<file path="src/rtl/vlb_chn_join_pkg.sv">
// ----------------------------------------------------------------------------
// vlb_chn_join_pkg
//   Shared definitions for the VLB channel join.
//   - TTW response record layout (default widths of the VLB/TTW complex).
//   - Bit positions inside each channel's 2-bit kill request.
// ----------------------------------------------------------------------------
package vlb_chn_join_pkg;

    // Default TTW field widths used across the VLB/TTW complex.
    localparam int VLB_IW = 6;
    localparam int VLB_MW = 52;
    localparam int VLB_AW = 4;

    // Per-channel kill request bit positions.
    localparam int KILL_IMM   = 0;
    localparam int KILL_FLUSH = 1;

    typedef struct packed {
        logic [VLB_IW-1:0] idx;
        logic              vld;
        logic              err;
        logic [VLB_MW-1:0] mpn;
        logic [VLB_AW-1:0] attr;
    } ttw_resp_t;

endpackage

</file>
<file path="src/rtl/vlb_chn_join_if.sv">
// ----------------------------------------------------------------------------
// vlb_chn_join_if
//   Shared TTW port bundle between the walker side and the channel join.
//   Walker -> join : ttw_i_valid, ttw_i_bits_{idx,vld,err,mpn,attr}, busy_i
//   Join -> chans  : chn_ttw_o_valid[N], chn_busy_o[N] (routed),
//                    ttw_o_bits_{idx,vld,err,mpn,attr} (broadcast)
//   master : walker/testbench side, slave : vlb_chn_join.
// ----------------------------------------------------------------------------
interface vlb_chn_join_if #(
    parameter int N  = 2,
    parameter int IW = 6,
    parameter int MW = 52,
    parameter int AW = 4
);
    logic          ttw_i_valid;
    logic [IW-1:0] ttw_i_bits_idx;
    logic          ttw_i_bits_vld;
    logic          ttw_i_bits_err;
    logic [MW-1:0] ttw_i_bits_mpn;
    logic [AW-1:0] ttw_i_bits_attr;
    logic          busy_i;

    logic [N-1:0]  chn_ttw_o_valid;
    logic [N-1:0]  chn_busy_o;
    logic [IW-1:0] ttw_o_bits_idx;
    logic          ttw_o_bits_vld;
    logic          ttw_o_bits_err;
    logic [MW-1:0] ttw_o_bits_mpn;
    logic [AW-1:0] ttw_o_bits_attr;

    modport master (
        output ttw_i_valid, ttw_i_bits_idx, ttw_i_bits_vld, ttw_i_bits_err,
               ttw_i_bits_mpn, ttw_i_bits_attr, busy_i,
        input  chn_ttw_o_valid, chn_busy_o, ttw_o_bits_idx, ttw_o_bits_vld,
               ttw_o_bits_err, ttw_o_bits_mpn, ttw_o_bits_attr
    );

    modport slave (
        input  ttw_i_valid, ttw_i_bits_idx, ttw_i_bits_vld, ttw_i_bits_err,
               ttw_i_bits_mpn, ttw_i_bits_attr, busy_i,
        output chn_ttw_o_valid, chn_busy_o, ttw_o_bits_idx, ttw_o_bits_vld,
               ttw_o_bits_err, ttw_o_bits_mpn, ttw_o_bits_attr
    );
endinterface

</file>
<file path="src/rtl/vlb_kill_barrier.sv">
// ----------------------------------------------------------------------------
// vlb_kill_barrier
//   Flush-kill barrier across N channels with an optional watchdog.
//   clock, reset : clock, asynchronous active-high reset
//   en_i[N]      : channel enabled (disabled channels count as ready)
//   flush_i[N]   : flush-kill request per channel
//   fire_o       : combinational barrier fire
//   pend_o[N]    : sticky "already asked" state per channel
//   tmo_o        : one-cycle pulse, the cycle after the watchdog forced a fire
// ----------------------------------------------------------------------------
module vlb_kill_barrier #(
    parameter int N   = 2,
    parameter int TMO = 0
) (
    input  logic         clock,
    input  logic         reset,
    input  logic [N-1:0] en_i,
    input  logic [N-1:0] flush_i,
    output logic         fire_o,
    output logic [N-1:0] pend_o,
    output logic         tmo_o
);
    logic [N-1:0] pend_q, pend_d;
    logic [N-1:0] rdy;
    logic         any_req;
    logic         fire_nat;
    logic         wdog_force;
    logic         fire;

    assign rdy      = flush_i | pend_q | ~en_i;
    assign any_req  = |(flush_i | pend_q);
    // At least one real request is needed, so an all-disabled idle join never fires.
    assign fire_nat = (&rdy) & any_req;
    assign fire     = fire_nat | wdog_force;

    // A request arriving together with fire is consumed by it, not re-armed.
    assign pend_d = fire ? '0 : (pend_q | flush_i);

    always_ff @(posedge clock or posedge reset) begin
        if (reset) begin
            pend_q <= '0;
        end else begin
            pend_q <= pend_d;
        end
    end

    if (TMO > 0) begin : g_wdog
        localparam int TW = $clog2(TMO + 1);
        logic [TW-1:0] tmr_q, tmr_d;
        logic          cnt_en;
        logic          tmo_q;

        // Count on the natural fire only; using fire here would loop through force.
        assign cnt_en     = (|pend_q) & ~fire_nat;
        assign wdog_force = cnt_en & (tmr_q == TW'(TMO - 1));

        always_comb begin
            tmr_d = tmr_q;
            if (fire || !(|pend_q)) begin
                tmr_d = '0;
            end else if (cnt_en && (tmr_q != TW'(TMO))) begin
                tmr_d = tmr_q + 1'b1;
            end
        end

        always_ff @(posedge clock or posedge reset) begin
            if (reset) begin
                tmr_q <= '0;
                tmo_q <= 1'b0;
            end else begin
                tmr_q <= tmr_d;
                tmo_q <= wdog_force;
            end
        end

        assign tmo_o = tmo_q;
    end else begin : g_no_wdog
        assign wdog_force = 1'b0;
        assign tmo_o      = 1'b0;
    end

    assign fire_o = fire;
    assign pend_o = pend_q;

endmodule

</file>
<file path="src/rtl/vlb_chn_join.sv">
// ----------------------------------------------------------------------------
// vlb_chn_join
//   Joins N VLB requester channels onto one shared TTW port.
//   clock, reset         : clock, asynchronous active-high reset
//   chn_en_i[N]          : channel enabled (barrier only; routing ignores it)
//   chn_kill_i[N][2]     : [0] immediate kill, [1] flush-kill request
//   chn_req_valid_i[N]   : channel request valid
//   chn_req_idx_i[N][IW] : channel request index
//   chn_req_valid_q_o    : request valid delayed one cycle
//   chn_req_idx_q_o      : request index delayed one cycle
//   ttw                  : shared TTW response in, routed valid/busy and
//                          broadcast response fields out
//   kill_o[3]            : {fire, fire, immediate} to the walker
//   tmo_o                : watchdog forced-fire pulse
//   pend_o[N]            : barrier sticky state
// ----------------------------------------------------------------------------
module vlb_chn_join
    import vlb_chn_join_pkg::*;
#(
    parameter int N   = 2,
    parameter int IW  = 6,
    parameter int MW  = 52,
    parameter int AW  = 4,
    parameter int TMO = 0
) (
    input  logic                 clock,
    input  logic                 reset,
    input  logic [N-1:0]         chn_en_i,
    input  logic [N-1:0][1:0]    chn_kill_i,
    input  logic [N-1:0]         chn_req_valid_i,
    input  logic [N-1:0][IW-1:0] chn_req_idx_i,
    output logic [N-1:0]         chn_req_valid_q_o,
    output logic [N-1:0][IW-1:0] chn_req_idx_q_o,
    vlb_chn_join_if.slave        ttw,
    output logic [2:0]           kill_o,
    output logic                 tmo_o,
    output logic [N-1:0]         pend_o
);
    localparam int CW = $clog2(N);

    logic [IW-1:0] rsp_idx;
    logic [MW-1:0] rsp_mpn;
    logic [AW-1:0] rsp_attr;
    logic [CW-1:0] sel;
    logic [N-1:0]  rsp_vld;
    logic [N-1:0]  rsp_busy;
    logic [N-1:0]  kill_imm;
    logic [N-1:0]  kill_flush;
    logic          fire;

    assign rsp_idx  = ttw.ttw_i_bits_idx;
    assign rsp_mpn  = ttw.ttw_i_bits_mpn;
    assign rsp_attr = ttw.ttw_i_bits_attr;

    // Owning channel lives in the top index bits.
    assign sel = rsp_idx[IW-1 -: CW];

    for (genvar c = 0; c < N; c++) begin : g_chn
        logic          req_vld_q, req_vld_d;
        logic [IW-1:0] req_idx_q, req_idx_d;

        assign rsp_vld[c]    = ttw.ttw_i_valid & (sel == CW'(c));
        assign rsp_busy[c]   = ttw.busy_i & (sel == CW'(c));
        assign kill_imm[c]   = chn_kill_i[c][KILL_IMM];
        assign kill_flush[c] = chn_kill_i[c][KILL_FLUSH];

        assign req_vld_d = chn_req_valid_i[c];
        assign req_idx_d = chn_req_idx_i[c];

        always_ff @(posedge clock or posedge reset) begin
            if (reset) begin
                req_vld_q <= 1'b0;
                req_idx_q <= '0;
            end else begin
                req_vld_q <= req_vld_d;
                req_idx_q <= req_idx_d;
            end
        end

        assign chn_req_valid_q_o[c] = req_vld_q;
        assign chn_req_idx_q_o[c]   = req_idx_q;
    end

    assign ttw.chn_ttw_o_valid = rsp_vld;
    assign ttw.chn_busy_o      = rsp_busy;
    assign ttw.ttw_o_bits_idx  = rsp_idx;
    assign ttw.ttw_o_bits_vld  = ttw.ttw_i_bits_vld;
    assign ttw.ttw_o_bits_err  = ttw.ttw_i_bits_err;
    assign ttw.ttw_o_bits_mpn  = rsp_mpn;
    assign ttw.ttw_o_bits_attr = rsp_attr;

    vlb_kill_barrier #(
        .N   (N),
        .TMO (TMO)
    ) u_barrier (
        .clock   (clock),
        .reset   (reset),
        .en_i    (chn_en_i),
        .flush_i (kill_flush),
        .fire_o  (fire),
        .pend_o  (pend_o),
        .tmo_o   (tmo_o)
    );

    assign kill_o = {fire, fire, |kill_imm};

endmodule

</file>
<file path="src/flat_wrapper.sv">
// flat-port wrapper written by rule: the top's interface ports become plain ports
module vlb_chn_join_flat import vlb_chn_join_pkg::*;
#(
    parameter int N   = 2,
    parameter int IW  = 6,
    parameter int MW  = 52,
    parameter int AW  = 4,
    parameter int TMO = 0
)
  (clock, reset, chn_en_i, chn_kill_i, chn_req_valid_i, chn_req_idx_i, chn_req_valid_q_o, chn_req_idx_q_o, kill_o, tmo_o, pend_o, ttw_ttw_i_valid, ttw_ttw_i_bits_idx, ttw_ttw_i_bits_vld, ttw_ttw_i_bits_err, ttw_ttw_i_bits_mpn, ttw_ttw_i_bits_attr, ttw_busy_i, ttw_chn_ttw_o_valid, ttw_chn_busy_o, ttw_ttw_o_bits_idx, ttw_ttw_o_bits_vld, ttw_ttw_o_bits_err, ttw_ttw_o_bits_mpn, ttw_ttw_o_bits_attr);
  vlb_chn_join_if #(.N(N), .IW(IW), .MW(MW), .AW(AW)) ttw_i ();
  input  logic clock;
  input  logic reset;
  input  logic [N-1:0] chn_en_i;
  input  logic [N-1:0][1:0] chn_kill_i;
  input  logic [N-1:0] chn_req_valid_i;
  input  logic [N-1:0][IW-1:0] chn_req_idx_i;
  output logic [N-1:0] chn_req_valid_q_o;
  output logic [N-1:0][IW-1:0] chn_req_idx_q_o;
  output logic [2:0] kill_o;
  output logic tmo_o;
  output logic [N-1:0] pend_o;
  input wire logic [$bits(ttw_i.ttw_i_valid)-1:0] ttw_ttw_i_valid;
  input wire logic [$bits(ttw_i.ttw_i_bits_idx)-1:0] ttw_ttw_i_bits_idx;
  input wire logic [$bits(ttw_i.ttw_i_bits_vld)-1:0] ttw_ttw_i_bits_vld;
  input wire logic [$bits(ttw_i.ttw_i_bits_err)-1:0] ttw_ttw_i_bits_err;
  input wire logic [$bits(ttw_i.ttw_i_bits_mpn)-1:0] ttw_ttw_i_bits_mpn;
  input wire logic [$bits(ttw_i.ttw_i_bits_attr)-1:0] ttw_ttw_i_bits_attr;
  input wire logic [$bits(ttw_i.busy_i)-1:0] ttw_busy_i;
  output wire logic [$bits(ttw_i.chn_ttw_o_valid)-1:0] ttw_chn_ttw_o_valid;
  output wire logic [$bits(ttw_i.chn_busy_o)-1:0] ttw_chn_busy_o;
  output wire logic [$bits(ttw_i.ttw_o_bits_idx)-1:0] ttw_ttw_o_bits_idx;
  output wire logic [$bits(ttw_i.ttw_o_bits_vld)-1:0] ttw_ttw_o_bits_vld;
  output wire logic [$bits(ttw_i.ttw_o_bits_err)-1:0] ttw_ttw_o_bits_err;
  output wire logic [$bits(ttw_i.ttw_o_bits_mpn)-1:0] ttw_ttw_o_bits_mpn;
  output wire logic [$bits(ttw_i.ttw_o_bits_attr)-1:0] ttw_ttw_o_bits_attr;
  assign ttw_i.ttw_i_valid = ttw_ttw_i_valid;
  assign ttw_i.ttw_i_bits_idx = ttw_ttw_i_bits_idx;
  assign ttw_i.ttw_i_bits_vld = ttw_ttw_i_bits_vld;
  assign ttw_i.ttw_i_bits_err = ttw_ttw_i_bits_err;
  assign ttw_i.ttw_i_bits_mpn = ttw_ttw_i_bits_mpn;
  assign ttw_i.ttw_i_bits_attr = ttw_ttw_i_bits_attr;
  assign ttw_i.busy_i = ttw_busy_i;
  assign ttw_chn_ttw_o_valid = ttw_i.chn_ttw_o_valid;
  assign ttw_chn_busy_o = ttw_i.chn_busy_o;
  assign ttw_ttw_o_bits_idx = ttw_i.ttw_o_bits_idx;
  assign ttw_ttw_o_bits_vld = ttw_i.ttw_o_bits_vld;
  assign ttw_ttw_o_bits_err = ttw_i.ttw_o_bits_err;
  assign ttw_ttw_o_bits_mpn = ttw_i.ttw_o_bits_mpn;
  assign ttw_ttw_o_bits_attr = ttw_i.ttw_o_bits_attr;
  vlb_chn_join #(.N(N), .IW(IW), .MW(MW), .AW(AW), .TMO(TMO)) u_core (.clock(clock), .reset(reset), .chn_en_i(chn_en_i), .chn_kill_i(chn_kill_i), .chn_req_valid_i(chn_req_valid_i), .chn_req_idx_i(chn_req_idx_i), .chn_req_valid_q_o(chn_req_valid_q_o), .chn_req_idx_q_o(chn_req_idx_q_o), .ttw(ttw_i), .kill_o(kill_o), .tmo_o(tmo_o), .pend_o(pend_o));
endmodule
</file>
<file path="config.mk">
export PLATFORM = sky130hd
export DESIGN_NAME = vlb_chn_join_flat
export DESIGN_NICKNAME = d
export VERILOG_FILES = /design/src/rtl/vlb_chn_join_pkg.sv /design/src/rtl/vlb_chn_join_if.sv /design/src/rtl/vlb_kill_barrier.sv /design/src/rtl/vlb_chn_join.sv /design/src/flat_wrapper.sv
export SDC_FILE = /design/constraint.sdc
export NUM_CORES = 1
export LEC_CHECK = 0
export CAP_MARGIN = 5
export CORE_MARGIN = 3
export CORE_UTILIZATION = 23
export CTS_CLUSTER_DIAMETER = 150
export CTS_CLUSTER_SIZE = 14
export DETAILED_ROUTE_END_ITERATION = 10
export PLACE_DENSITY = 0.9
export SLEW_MARGIN = 0
export SYNTH_ARGS = -nofsm -noshare
export SYNTH_HDL_FRONTEND = slang
export SYNTH_SLANG_ARGS = --single-unit
</file>
<file path="constraint.sdc">
create_clock -name clock -period 1.48 [get_ports clock]
set_input_delay 0.37 -clock clock [delete_from_list [all_inputs] [get_ports clock]]
set_output_delay 0.37 -clock clock [all_outputs]
set_load 0.02 [all_outputs]
</file>
==> results of run 1 <==
==> layout make-up <==
cell class | count | area share
repair buffers | 51 | 0.432
flip-flops and latches | 16 | 0.367
multi-input cells | 12 | 0.0894
well taps | 50 | 0.0573
clock buffers | 4 | 0.0505
inverters | 1 | 0.00344
==> sequential cells by signal (all words and copies together) (netlist names) <==
name,count
u_core.g_chn.req_vld_q,2
u_core.g_chn.req_idx_q,12
u_core.u_barrier.pend_o,2
==> worst paths after layout <==
kind | from | to | slack (ns) | cells after the start
worst min register to register | u_core.u_barrier.pend_o[0]$_DFF_PP0_ | u_core.u_barrier.pend_o[1]$_DFF_PP0_ | 0.63 | 2
worst max register to register | u_core.u_barrier.pend_o[1]$_DFF_PP0_ | u_core.u_barrier.pend_o[1]$_DFF_PP0_ | 0.61 | 2
worst max-delay path | chn_en_i[0] | kill_o[1] | 0.01 | 4
min in group clock | chn_en_i[0] | u_core.u_barrier.pend_o[1]$_DFF_PP0_ | 0.51 | 2
worst min-delay path | reset | u_core.g_chn[1].req_idx_q[5]$_DFF_PP0_ | 0.42 | 3
max in group asynchronous | reset | u_core.u_barrier.pend_o[0]$_DFF_PP0_ | 0.89 | 3
==> per-stage QoR <==
step           hold slack, ns  instances
6_report                0.416        134
3_3_place_gp            0.607        130
2_1_floorplan           0.284         98
3_5_place_dp            0.597        130
5_1_grt                 0.458        134
4_1_cts                 0.419        134
==> repair_timing <==
action,4_1_cts,5_1_grt
gates resized for setup,65,6
pin swaps,2,1
endpoints found under the setup margin,24,5
==> power by group through the flow <==
stage	Combinational (mW)	Sequential (mW)	Clock (mW)
4_1_cts	0.197	0.466	0.391
2_1_floorplan	0.310	0.500	0
6_report	0.199	0.465	0.381
3_3_place_gp	0.217	0.474	0
3_5_place_dp	0.220	0.475	0
5_1_grt	0.212	0.467	0.407
==> cell families (layout without fill, tap and decap cells) <==
group,Yosys count,after routing,synth area share
flip-flops,16,16,0.399
AND/OR/NAND/NOR,9,9,0.0612
other,1,1,0.00374
AO/OA/AOI/OAI,2,2,0.0150
buffers and inverters,70,56,0.521
==> critical path, stage by stage <==
cell	delay, ns
dlygate4sd2_1	0.23
o21bai_1	0.16
a22oi_2	0.16
buf_4	0.17
==> cell usage in the layout, fill, tap and decap left out <==
| cell | Yosys | layout |
|---|---|---|
| dlygate4sd2_1 | 0 | 23 |
| dfrtp_1 | 16 | 16 |
| clkdlybuf4s50_1 | 0 | 15 |
| buf_4 | 69 | 5 |
| clkbuf_8 | 0 | 4 |
| buf_6 | 0 | 4 |
| nor2_2 | 2 | 2 |
| and3b_1 | 2 | 2 |
| clkdlybuf4s15_1 | 0 | 2 |
| o21bai_1 | 1 | 1 |
| a22oi_2 | 0 | 1 |
| nor2b_4 | 0 | 1 |
| or2_4 | 0 | 1 |
| nor2b_1 | 2 | 1 |
| and2_4 | 0 | 1 |
| and2_1 | 2 | 1 |
| inv_1 | 1 | 1 |
| conb_1 | 1 | 1 |
| dlymetal6s2s_1 | 0 | 1 |
| buf_2 | 0 | 1 |
==> routing by layer <==
layer | vias up | wire length (µm) | track usage
li1 | 198 | - | -
met1 | 219 | 400 | 0.0444
met2 | 62 | 759 | 0.0959
met3 | 22 | 328 | 0.0471
met4 | 0 | 157 | 0.0814
met5 | - | 0 | 0
==> results.tsv, run 1 <==
metric	value	unit
grt_pass1_wl	2.49	mm
fin_area	0.00109	mm²
die_h	72.0	µm
yosysTopAreaCellShare	0.517	
root_buffer	clkbuf_8	
insertion_delay	0.25	ns
cts_tree	done	
p_sw_frac	0.233	
p_leak	0.529	nW
drtIter0Drc	3	
fin_util	0.265	
die_w	72.0	µm
seqPwrFrac	0.445	
cts_buffer_depth	2	
layout-drive-gt1-share	0.238	
maxCapViolations	0	
comb_power_share	0.190	
gp_congestion	0.571	
clk_pin_slew	0.06	ns
grt_use_total	0.0634	
yosys-top-cells-count	buf_4 (69), dfrtp_1 (16)	
ys_warn_count	0	
status	finished, final reports clean	
synthTopCellsByArea	buf_4 (52%), dfrtp_1 (40%), and3b_1 (1.7%)	
maxSlewViolCount	0	
worst_setup_path_end_kind	output pin	
pwr-share-clk	0.364	
start_kind	input port	
cts-buffers-inserted	3	
drc	0	
grt_antenna_before_repair	0	
worst_slack	0.0116	ns
vias	501	
skew	0.000390	ns
viasPerCell	3.74	
core	0.00412	mm²
yosysUniqueCellTypes	11	
fin_nets	173	
synth_edf_count	0	
synth_seq_cells	16	
num_io_pins	176	
yosysTopAreaCell	buf_4	
syn_area	0.00100	mm²
arrival	1.10	ns
postRouteWirelength	1.65	mm
clkSinkCount	16	
cp_max_fo	2	
power.internal	0.801	mW
preCtsSetupSlack	-0.688	ns
syn2layout_area_growth	8.86	%
setup_viol	0	
worstSetupPathType	input port to output pin	
power_density	958	mW/mm²
hp-class	input port to async pin	
synth_cells	98	
cts_setup_buffers	0	
post_drt_wl_per_cell	12.3	µm
register_area	400	µm²
rows	23	
period_share	0.992	
syn_nets	186	
h-tree-depth	1	
hold_viol	0	
cp.required	1.11	ns
placed_area	0.00105	mm²
yosysMostFrequentCell	buf_4	
grt_pass1_vias	542	
ys_async_sr_fraction	1.00	
fmax	0.681	GHz
diodes	0	
start_util	0.244	
peakVddDrop	0.000745	V
io_buffers	48	
dr.pass1.iters	2	
power_switching	0.244	mW
yosys_most_used_dff	dfrtp_1	
period_minus_slack	1.47	ns
grt_remaining_overflow	0	
die_area	0.00519	mm²
multi_input_area	97.6	µm²
fillCellCount	441	
hold_buffers	0	
ant_nets	0	
power	1.04	mW
syn_avg_cell_area	10.2	µm²
setup_tns	0	ns
rsz0062_at_grt	true	
ys_seq_area_frac	0.400	
grt_max_degree	17	
Note: power is estimated with default switching activity, not from simulation.
==> inputs of run 2 (changes only) <==
- CAP_MARGIN: 5 -> 20
==> results of run 2 <==
The final DEF is identical to that of run 1; final timing and power are the same.
